File: config.mk
export PLATFORM = sky130hd
export DESIGN_NAME = emu_reset_seq
export DESIGN_NICKNAME = d
export VERILOG_FILES = /design/src/rtl/emu_reset_seq.sv
export SDC_FILE = /design/constraint.sdc
export NUM_CORES = 1
export LEC_CHECK = 0
export BUFFER_PORTS_ARGS = -buffer_cell sky130_fd_sc_hd__buf_2
export CAP_MARGIN = 10
export CELL_PAD_IN_SITES_DETAIL_PLACEMENT = 1
export CELL_PAD_IN_SITES_GLOBAL_PLACEMENT = 2
export CORE_MARGIN = 2
export CORE_UTILIZATION = 37
export CTS_CLUSTER_SIZE = 14
export DETAILED_ROUTE_END_ITERATION = 7
export GPL_TIMING_DRIVEN = 1
export PLACE_DENSITY = 0.82
export SLEW_MARGIN = 20
export SYNTH_ARGS = -nofsm -noshare
export SYNTH_HDL_FRONTEND = slang
export SYNTH_SLANG_ARGS = --single-unit
File: constraint.sdc
create_clock -name clock -period 5.38 [get_ports clock]
set_clock_uncertainty 0.1 [all_clocks]
set_input_delay 0.807 -clock clock [delete_from_list [all_inputs] [get_ports clock]]
set_output_delay 0.807 -clock clock [all_outputs]
set_load 0.01 [all_outputs]
File: src/rtl/emu_reset_seq.sv
// emu_reset_seq: releases NUM_STAGES reset domains one at a time, each after its predecessor reports ready.
// Rev 1.0 - initial release.
`default_nettype none

module emu_reset_seq #(
  parameter int NUM_STAGES     = 4,
  parameter int HOLD_CYCLES    = 16,
  parameter int GAP_CYCLES     = 4,
  parameter int TIMEOUT_CYCLES = 1024
) (
  input  logic                  clock,
  input  logic                  reset,
  input  logic                  req,
  input  logic [NUM_STAGES-1:0] ready,
  output logic [NUM_STAGES-1:0] stage_reset,
  output logic                  busy,
  output logic                  done,
  output logic [NUM_STAGES-1:0] err
);

  localparam int MAX_HG  = (HOLD_CYCLES > GAP_CYCLES) ? HOLD_CYCLES : GAP_CYCLES;
  localparam int MAX_CNT = (MAX_HG > TIMEOUT_CYCLES) ? MAX_HG : TIMEOUT_CYCLES;
  localparam int CW      = $clog2(MAX_CNT + 1);
  localparam int IW      = (NUM_STAGES > 1) ? $clog2(NUM_STAGES) : 1;

  localparam logic [CW-1:0] HOLD_LAST = CW'(HOLD_CYCLES - 1);
  localparam logic [CW-1:0] GAP_LAST  = CW'((GAP_CYCLES > 0) ? GAP_CYCLES - 1 : 0);
  localparam logic [CW-1:0] TMO_LAST  = CW'(TIMEOUT_CYCLES - 1);
  localparam logic [IW-1:0] LAST_IDX  = IW'(NUM_STAGES - 1);

  typedef enum logic [1:0] {
    ST_HOLD = 2'd0,
    ST_WAIT = 2'd1,
    ST_GAP  = 2'd2,
    ST_DONE = 2'd3
  } state_t;

  state_t          state;
  logic [IW-1:0]   idx;
  logic [CW-1:0]   cnt;
  logic            ready_now;

  assign ready_now = ready[idx];

  // Stages fall strictly in index order, so each release is a left shift of the reset vector.
  always_ff @(posedge clock) begin
    if (reset) begin
      state       <= ST_HOLD;
      idx         <= '0;
      cnt         <= '0;
      stage_reset <= '1;
      busy        <= 1'b1;
      done        <= 1'b0;
      err         <= '0;
    end else begin
      case (state)
        ST_HOLD: begin
          if (cnt == HOLD_LAST) begin
            state       <= ST_WAIT;
            idx         <= '0;
            cnt         <= '0;
            stage_reset <= ~NUM_STAGES'(1);
          end else begin
            cnt <= cnt + CW'(1);
          end
        end

        ST_WAIT: begin
          // A ready seen on the timeout edge counts as success.
          if (ready_now || (cnt == TMO_LAST)) begin
            if (!ready_now) begin
              err <= err | (NUM_STAGES'(1) << idx);
            end
            cnt <= '0;
            if (idx == LAST_IDX) begin
              state <= ST_DONE;
              busy  <= 1'b0;
              done  <= 1'b1;
            end else if (GAP_CYCLES == 0) begin
              idx         <= idx + IW'(1);
              stage_reset <= stage_reset << 1;
            end else begin
              state <= ST_GAP;
            end
          end else begin
            cnt <= cnt + CW'(1);
          end
        end

        ST_GAP: begin
          if (cnt == GAP_LAST) begin
            state       <= ST_WAIT;
            idx         <= idx + IW'(1);
            cnt         <= '0;
            stage_reset <= stage_reset << 1;
          end else begin
            cnt <= cnt + CW'(1);
          end
        end

        ST_DONE: begin
          if (req) begin
            state       <= ST_HOLD;
            idx         <= '0;
            cnt         <= '0;
            stage_reset <= '1;
            busy        <= 1'b1;
            done        <= 1'b0;
            err         <= '0;
          end
        end

        default: begin
          state <= ST_HOLD;
        end
      endcase
    end
  end

endmodule

`default_nettype wire
==> metrics.yaml, run 1 <==
yosys:
  ys_types: 44
  yosysWarnings: 0
  seq_area_frac_synth: 0.3802
  syn-instance-count: 140
  yosys_register_bits: 25
  syn_area_um2: 1316
  synth.net_count: 152
  postSynthAreaPerCell_um2: 9.402
global_routing:
  overflow: 0
  grt_max_degree: 16
  antenna_found_initial: 0
  grt_pass1_vias: 1059
  grt_pass1_wl_um: 4885
  grt_use_total: 0.1500
sta:
  setup_viol: 0
  worstMarginPinSlew_ps: 572.4
  min_period_ps: 2027
  post-route-period-util: 0.3767
  rsz0062_at_grt: "no"
  finalSetupTns_ps: 0
  setup_slack_ps: 3353
  slew_viol_final: 0
  fmax_ghz: 0.4934
  relSlewSlack: 0.6170
  final_hold_viol_count: 0
finish:
  fin_nets: 169
  area_growth_syn_to_layout_pct: 10.93
  final_common_cell: "dfxtp_1"
  diodes: 0
  final_area_um2: 1460
  layout_common_cells: "dfxtp_1 (25), nand2_1 (17), buf_2 (16), nor2_1 (15)"
  fillerInstances: 408
  drive_gt1_frac: 0.2179
clocking:
  cts.repair.resized: 0
  cts_hold_buf: 0
  cts.sinks: 25
  cts_buffer_depth: 2
  cts_tree: "built"
  clkLatencyLatePin_ps: 320
  numCtsBuffers: 3
  root_buffer: "clkbuf_4"
  postCtsSetupBuffers: 0
  clk_pin_slew_ps: 150
  htreeDepth: 1
power:
  leakagePower_nw: 0.5462
  peakVddDrop_v: 0.00008724
  p_per_area_nw_per_um2: 201.5
  p_total_mw: 0.2942
outcome:
  status: "finished clean"
worst_setup_path:
  critPathRequiredTime_ps: 5510
  cp_slowest_stage_delay_ps: 440
  worstSetupEndpointType: "register"
  crit_slowest_cell: "dfxtp_1"
  crit_fanout: 8
  path_cells: "ha_1 > nor4b_2 > o211ai_4 > and2_1 > o21bai_4 > nor2_1"
  path_class: "reg2reg"
  crit_arrival_ps: 2160
  worst_setup_path_start_kind: "register"
die:
  die_h_um: 63.65
  dieWidth_um: 63.65
  die_area_um2: 4051
  core_area_um2: 3390
  row_count: 21
  io_pins: 17
  start_util: 0.3883
hold_path:
  hp-class: "reg2reg"
run:
  drv_cap: 0
detailed_routing:
  first_iter_violations: 35
  drc: 0
  num_vias: 1028
  drt_wl_total_um: 2708
  vias_per_cell: 5.089
  drtPass1Iterations: 4
  avgRoutedWirePerCell_um: 13.41
  final_antenna_net_count: 0
placed_design:
  finalWeightedCongestion: 0.7142
  io_buffers: 16
  dpl-instance-area_um2: 1430
  post-place-ws_ps: 3234
  hpwl_um: 2070
-- state kept, by name (all words and copies together) (netlist names) --
signal       cells
cnt             11
err              4
stage_reset      4
idx              2
state            2
busy             1
done             1
-- power breakdown --
part           total (mW)  internal, mW  leakage (nW)  switching (mW)
clock              0.0897        0.0284        0.0139          0.0613
sequential          0.190         0.187         0.202         0.00263
combinational      0.0147       0.00681         0.330         0.00789
-- final timing paths --
| path | from | slack [ps] | depth (start not counted) | endpoint |
|---|---|---|---|---|
| setup / recovery | cnt[0] | 3350 | 6 | cnt[9] |
| hold / removal | err[0] | 360 | 2 | err[0] |
| setup reg to reg | cnt[0] | 3350 | 6 | cnt[9] |
| hold reg to reg | err[0] | 360 | 2 | err[0] |
-- layer usage --
metal	GRT usage	wire length, um	part of all wire
met1	0.2086	1438	0.53
met2	0.2395	1182	0.44
met3	0.03036	72	0.027
met4	0.03261	14	0.0052
met5	0	0	0
-- cells in the mapped netlist, drive strengths merged --
cell,n,area (um^2)
a2111oi,1,15.01
a211oi,2,25.02
a21oi,3,15.01
a22oi,1,7.510
a31oi,1,6.260
and2,1,6.260
and3,2,12.51
and3b,3,26.28
buf,2,16.26
clkbuf,2,7.510
dfxtp,25,500.5
ha,5,62.56
inv,5,18.77
mux2,1,11.26
mux2i,1,10.01
nand2,17,63.81
nand2b,2,12.51
nand3,4,20.02
nand3b,2,15.01
nand4,3,18.77
nand4b,1,8.760
nor2,16,67.56
nor3,5,25.02
nor3b,1,12.51
nor4,5,52.55
nor4b,1,15.01
o211a,1,10.01
o211ai,1,21.27
o21ai,8,43.79
o21bai,4,41.29
o2bb2a,1,20.02
o2bb2ai,1,27.53
o31a,1,8.760
or3,2,12.51
or3b,1,8.760
xnor2,3,26.28
xor2,5,43.79
-- cell families after synthesis --
logic type               count (synthesis)  synth area share
AND/OR/NAND/NOR                         66            0.2871
AO/OA/AOI/OAI                           25            0.1835
flip-flops                              25            0.3802
buffers and inverters                    9           0.03232
XOR/XNOR                                 8           0.05323
adder cells (fa/ha/maj)                  5           0.04753
multiplexers                             2           0.01616
-- metrics by stage --
| step | utilization | instances | hold WS, ps |
|---|---|---|---|
| finish | 0.4308 | 202 | 359.8 |
| global route | 0.4308 | 202 | 390.5 |
| CTS | 0.4308 | 202 | 364.6 |
| detailed placement | 0.4219 | 198 | 344.9 |
| global placement | 0.4219 | 198 | 340.3 |
| floorplan | - | 140 | 369.5 |
-- worst max-delay path: cells and delay by family, from the launching register on --
family / cells / cell delay [ps]
adders and majority gates: 1 / 260
DFF: 1 / 440
and+or+nand+nor: 3 / 680
AOI/OAI and AO/OA: 2 / 440
-- cell type report --
| type | count | area, um^2 | share of cell area |
|---|---|---|---|
| inverters | 5 | 18.77 | 0.01285 |
| repair buffers | 16 | 80.08 | 0.05484 |
| flip-flops and latches | 25 | 500.5 | 0.3428 |
| multi-input cells | 106 | 773.2 | 0.5296 |
| clock buffers | 3 | 22.52 | 0.01542 |
| well taps | 46 | 57.56 | 0.03942 |
| clock inverters | 1 | 7.507 | 0.005141 |
No activity file was read; power rests on OpenSTA's default activity.
==> inputs of run 2 (changes only) <==
--- a/config.mk
+++ b/config.mk
@@ -10,11 +10,11 @@
 export CELL_PAD_IN_SITES_DETAIL_PLACEMENT = 1
 export CELL_PAD_IN_SITES_GLOBAL_PLACEMENT = 2
 export CORE_MARGIN = 2
-export CORE_UTILIZATION = 37
+export CORE_UTILIZATION = 31
 export CTS_CLUSTER_SIZE = 14
 export DETAILED_ROUTE_END_ITERATION = 7
 export GPL_TIMING_DRIVEN = 1
-export PLACE_DENSITY = 0.82
+export PLACE_DENSITY = 0.74
 export SLEW_MARGIN = 20
 export SYNTH_ARGS = -nofsm -noshare
 export SYNTH_HDL_FRONTEND = slang
==> constraint.sdc (replaced) <==
create_clock -name clock -period 1.7 [get_ports clock]
set_clock_uncertainty 0.1 [all_clocks]
set_input_delay 0.255 -clock clock [delete_from_list [all_inputs] [get_ports clock]]
set_output_delay 0.255 -clock clock [all_outputs]
set_load 0.01 [all_outputs]
==> run 2 against run 1 <==
Compared with the run above:
- wire length is 22% higher
- critical endpoint is now idx[1]
- combinational power grew to 4.8 times the previous value
- non-clock buffer count is 21 higher
- highest routed layer unchanged
- worst setup slack worse by 3300 ps
==> metrics.yaml, run 2 (same netlist as run 1, synthesis figures left out) <==
sta:
  final_hold_viol_count: 0  # unchanged
  min_period_ps: 1685  # -342.0 ps
  worstMarginPinSlew_ps: 382.0  # -190.4 ps
  setup_viol: 0  # unchanged
  fmax_ghz: 0.5936  # +20%
  relSlewSlack: 0.7453  # +0.1283
  rsz0062_at_grt: "yes"
  slew_viol_final: 0  # unchanged
  hold-worst-slack_ps: 269.8  # -89.99 ps
  post-route-period-util: 0.9910  # +0.6143
power:
  p_total_mw: 1.035  # +250%
  p_per_area_nw_per_um2: 583.8  # +190%
  leakagePower_nw: 0.6831  # +25%
  peakVddDrop_v: 0.0002155  # +150%
placed_design:
  finalWeightedCongestion: 0.7412  # +3.8%
  dp_cells: 220  # +11%
  dpl-instance-area_um2: 1594  # +11%
  hpwl_um: 2505  # +21%
  io_buffers: 16  # unchanged
run:
  drv_cap: 0  # unchanged
detailed_routing:
  first_iter_violations: 27  # -23%
  avgRoutedWirePerCell_um: 14.57  # +8.7%
  drc: 0  # unchanged
  drtPass1Iterations: 4  # unchanged
  wl_met1_um: 1550  # +7.8%
  vias_per_cell: 5.075  # -0.28%
  final_antenna_net_count: 0  # unchanged
  maxUsedRoutingLayer: "met4"
  wl_met2_um: 1625  # +37%
  num_vias: 1152  # +12%
  route.met3.wl_um: 74  # +2.8%
  drt_wl_total_um: 3308  # +22%
finish:
  largestRegisters: "cnt x11, err x4, stage_reset x4"
  largest_reg_flops: 11  # unchanged
  fin_nets: 190  # +12%
  area_growth_syn_to_layout_pct: 34.70
  layout_common_cells: "buf_4 (19), nand2_1 (17), buf_2 (16), dfxtp_1 (15), nor2_1 (14)"
  final_area_um2: 1773  # +21%
  diodes: 0  # unchanged
  drive_gt1_frac: 0.4350  # +0.2171
  fin_cells: 227  # +12%
  top_register: "cnt"
  final_common_cell: "buf_4"
global_routing:
  overflow: 0  # unchanged
  antenna_found_initial: 0  # unchanged
  grt_use_total: 0.1471  # -0.002952
  grt_max_degree: 16  # unchanged
  grt_pass1_vias: 1229  # +16%
  grt_pass1_wl_um: 5782  # +18%
clocking:
  cts_tree: "built"
  htreeDepth: 1  # unchanged
  cts_buffer_depth: 2  # unchanged
  root_buffer: "clkbuf_8"
  clkLatencyLatePin_ps: 280  # -40 ps
  clk_pin_slew_ps: 100  # -50 ps
  numCtsBuffers: 3  # unchanged
  cts.sinks: 25  # unchanged
  cts_hold_buf: 0  # unchanged
die:
  row_count: 23  # +9.5%
  core_area_um2: 4058  # +20%
  die_area_um2: 4783  # +18%
  dieWidth_um: 69.16  # +8.7%
  die_h_um: 69.16  # +8.7%
  io_pins: 17  # unchanged
  start_util: 0.3244  # -0.06394
worst_setup_path:
  crit_arrival_ps: 1800  # -360 ps
  worstReg2RegStart: "state[1]"
  crit_fanout: 6  # -2
  crit_slowest_cell: "or3_4"
  worst_setup_path_start_kind: "register"
  cp_num_buf_inv: 1  # +1
  path_cells: "and3b_2 > o211ai_4 > buf_12 > nor2_4 > or3_4 > a21oi_2"
  cp_slowest_stage_delay_ps: 390  # -50 ps
  critPathRequiredTime_ps: 1820  # -3690 ps
  worstSetupEndpointType: "register"
  crit_start: "state[1]"
  critical_path.top_delay_family: "simple AND/OR/NAND/NOR gates"
  path_class: "reg2reg"
hold_path:
  hp-class: "in2reg"
  worstHoldStart: "reset"
outcome:
  status: "finished clean"
## run 2: cell count changes in the layout (fill, tap and decap cells not counted), moves of 3 or more
cell and change:
clkbuf_4 -3, dfxtp_2 +8, dfxtp_1 -10, buf_4 +19
clkbuf_8 +3
## run 2: worst reg2reg max path, stage by stage (launching register included)
cell and delay [ps]:
dfxtp_4 370, and3b_2 220, o211ai_4 240, buf_12 150, nor2_4 40, or3_4 390
a21oi_2 110
## run 2: per-layer routing
layer	vias to the layer above	global-route usage
met3	5	0.02193
met4	0	0.05882
met2	10	0.2479
li1	568	-
met1	569	0.1877
met5	-	0
## run 2: area by class of cell
type	instances	area (um^2)
Clock buffer	3	41.29
Clock inverter	1	5.005
Fill cell	459	2285
Inverter	5	18.77
Multi-Input combinational cell	106	873.3
Sequential cell	25	518.0
Tap cell	50	62.56
Timing Repair Buffer	37	254.0
## run 2: stage by stage
step                  util  setup TNS, ps  setup WS, ps
global placement    0.3928         -184.6        -49.88
finish              0.4369              0         15.33
global route        0.4369         -656.9        -74.26
detailed placement  0.3928         -618.1        -108.1
CTS                 0.4175              0         2.145
floorplan                -              0         5.019
## run 2: worst paths after layout
check / end / slack, ps / cells after the start
setup / recovery: idx[1] / 20 / 6
setup reg to reg: idx[1] / 20 / 6
hold / removal: idx[1] / 270 / 2
hold reg to reg: err[1] / 340 / 2
## run 2: where the power goes
| group | internal [mW] | total [mW] | switching (mW) |
|---|---|---|---|
| registers | 0.589 | 0.596 | 0.00676 |
| clock network | 0.165 | 0.369 | 0.204 |
| logic | 0.0363 | 0.0705 | 0.0343 |
## run 2: what timing repair did
item,in CTS,in global routing
pin swaps,2,22
cloned,0,0
setup endpoints to repair,22,23
resized for setup,11,18
buffers inserted,1,2
endpoints found under the hold margin,0,0
==> inputs of run 3 (changes only) <==
--- a/config.mk
+++ b/config.mk
@@ -10,11 +10,12 @@
 export CELL_PAD_IN_SITES_DETAIL_PLACEMENT = 1
 export CELL_PAD_IN_SITES_GLOBAL_PLACEMENT = 2
 export CORE_MARGIN = 2
-export CORE_UTILIZATION = 31
+export CORE_UTILIZATION = 37
+export CTS_BUF_LIST = sky130_fd_sc_hd__clkbuf_4 sky130_fd_sc_hd__clkbuf_8
 export CTS_CLUSTER_SIZE = 14
 export DETAILED_ROUTE_END_ITERATION = 7
 export GPL_TIMING_DRIVEN = 1
-export PLACE_DENSITY = 0.74
+export PLACE_DENSITY = 0.82
 export SLEW_MARGIN = 20
 export SYNTH_ARGS = -nofsm -noshare
 export SYNTH_HDL_FRONTEND = slang
==> constraint.sdc (replaced) <==
create_clock -name clock -period 1.6 [get_ports clock]
set_clock_uncertainty 0.1 [all_clocks]
set_input_delay 0.24 -clock clock [delete_from_list [all_inputs] [get_ports clock]]
set_output_delay 0.24 -clock clock [all_outputs]
set_load 0.01 [all_outputs]
==> run 3 against run 2 <==
Compared with the run above:
- the flow now finishes with violations (setup timing)
- utilization is 11 points higher
- total power shrank 0.12%
- clock power shrank 15%
- non-clock buffer count rose by 11
- global-route usage increased by 4.1 points
- via count is 3.6% higher
- die area down 15%
- critical path type unchanged
- highest routed layer unchanged
==> metrics.yaml, run 3 (same netlist as run 1, synthesis figures left out) <==
global_routing:
  antenna_found_initial: 0  # unchanged
  overflow: 0  # unchanged
  grt_max_degree: 16  # unchanged
  grt_pass1_vias: 1323  # +7.6%
  grt_pass1_wl_um: 6092  # +5.4%
  grt_use_total: 0.1885  # +0.04142
finish:
  fin_cells: 234  # +3.1%
  drive_gt1_frac: 0.4947  # +0.05965
  largestRegisters: "cnt x11, err x4, stage_reset x4"
  final_util: 0.5467  # +0.1098
  area_growth_syn_to_layout_pct: 40.78
  top_register: "cnt"
  layout_common_cells: "buf_4 (28), nand2_1 (16), buf_2 (16), nor2_1 (14), dfxtp_1 (14)"
  fin_nets: 201  # +5.8%
  diodes: 0  # unchanged
  largest_reg_flops: 11  # unchanged
  final_common_cell: "buf_4"
detailed_routing:
  drc: 0  # unchanged
  vias_per_cell: 5.103  # +0.55%
  avgRoutedWirePerCell_um: 15.03  # +3.1%
  drt_wl_total_um: 3516  # +6.3%
  num_vias: 1194  # +3.6%
  drtPass1Iterations: 3  # -1
  first_iter_violations: 29  # +7.4%
  final_antenna_net_count: 0  # unchanged
worst_setup_path:
  worst_setup_path_start_kind: "register"
  crit_fanout: 5  # -1
  path_cells: "or3b_1 > o2bb2a_4 > o2bb2ai_4 > buf_6 > nand4b_1 > a31oi_1"
  worstSetupEndpointType: "register"
  crit_start: "state[1]"
  path_class: "reg2reg"
  cp_slowest_stage_delay_ps: 390  # about the same
  crit_arrival_ps: 1830  # +30 ps
  worstReg2RegStart: "state[1]"
  crit_slowest_cell: "dfxtp_4"
  critPathRequiredTime_ps: 1760  # -60 ps
placed_design:
  hpwl_um: 2614  # +4.3%
  io_buffers: 16  # unchanged
  dp_cells: 224  # +1.8%
  finalWeightedCongestion: 0.7999  # +7.9%
run:
  drv_cap: 0  # unchanged
die:
  dieWidth_um: 63.65  # -8.0%
  core_area_um2: 3390  # -16%
  die_h_um: 63.65  # -8.0%
  row_count: 21  # -8.7%
  die_area_um2: 4051  # -15%
  start_util: 0.3883  # +0.06394
  io_pins: 17  # unchanged
sta:
  final_hold_viol_count: 0  # unchanged
  rsz0062_at_grt: "yes"
  finalSetupTns_ps: -338.2  # -338.2 ps
  min_period_ps: 1675  # -10.13 ps
  setup_slack_ps: -74.54  # -89.87 ps
  slew_viol_final: 0  # unchanged
  relSlewSlack: 0.7898  # +0.04454
  post-route-period-util: 1.047  # +0.05561
  hold-worst-slack_ps: 160.1  # -109.7 ps
  worstMarginPinSlew_ps: 315.2  # -66.81 ps
  setup_viol: 16  # +16
  fmax_ghz: 0.5972  # +0.60%
clocking:
  numCtsBuffers: 3  # unchanged
  cts.sinks: 25  # unchanged
  cts_tree: "built"
  htreeDepth: 1  # unchanged
  cts_buffer_depth: 2  # unchanged
  cts_hold_buf: 0  # unchanged
  clkLatencyLatePin_ps: 320  # +40 ps
  clk_pin_slew_ps: 150  # +50 ps
  root_buffer: "clkbuf_4"
power:
  peakVddDrop_v: 0.0003232  # +50%
  p_total_mw: 1.034  # -0.12%
  leakagePower_nw: 0.7253  # +6.2%
  p_per_area_nw_per_um2: 557.9  # -4.4%
hold_path:
  hp-class: "in2reg"
  worstHoldStart: "reset"
outcome:
  violations: "setup timing"
  status: "finished with violations"
[run 3: final cells by class]
| type | instances | area (um^2) |
|---|---|---|
| Clock buffer | 4 | 30.03 |
| Fill cell | 395 | 1536 |
| Inverter | 5 | 18.77 |
| Multi-Input combinational cell | 106 | 880.8 |
| Sequential cell | 25 | 521.8 |
| Tap cell | 46 | 57.56 |
| Timing Repair Buffer | 48 | 344.1 |
[run 3: metrics by stage]
step,setup WS [ps],cell area [um^2]
after CTS,-67.73,1788
after global placement,-94.51,1652
after floorplan,-14.55,1343
after global routing,-152.7,1853
after detailed placement,-135.3,1652
final,-74.54,1853
[run 3: path summary, 6_finish.rpt]
path	end	depth (start not counted)	slack (ps)
setup / recovery	cnt[2]	6	-70
setup reg to reg	cnt[2]	6	-70
hold / removal	idx[1]	2	160
hold reg to reg	err[3]	2	350
[run 3: critical path: cells and delay by family, from the launching register on]
kind	cells	cell delay [ps]
buf+inv	1	120
compound gates	3	550
simple gates	2	450
flops	1	390
[run 3: per-layer routing]
metal / up-vias / GRT usage / routed length, um
li1: 594 / - / -
met5: - / 0 / 0
met3: 4 / 0.02500 / 76
met1: 581 / 0.2270 / 1554
met4: 0 / 0.05707 / 40
met2: 15 / 0.3447 / 1844
[run 3: power by group]
group,switching (mW),internal [mW],total (mW)
combinational,0.0408,0.0474,0.0882
clock,0.199,0.114,0.313
sequential,0.00719,0.625,0.632
total,0.247,0.787,1.03
[run 3: timing repair]
item,in CTS,in global routing
setup endpoints to repair,24,25
setup buffers,3,3
gates resized for setup,21,13
pin swaps,24,12
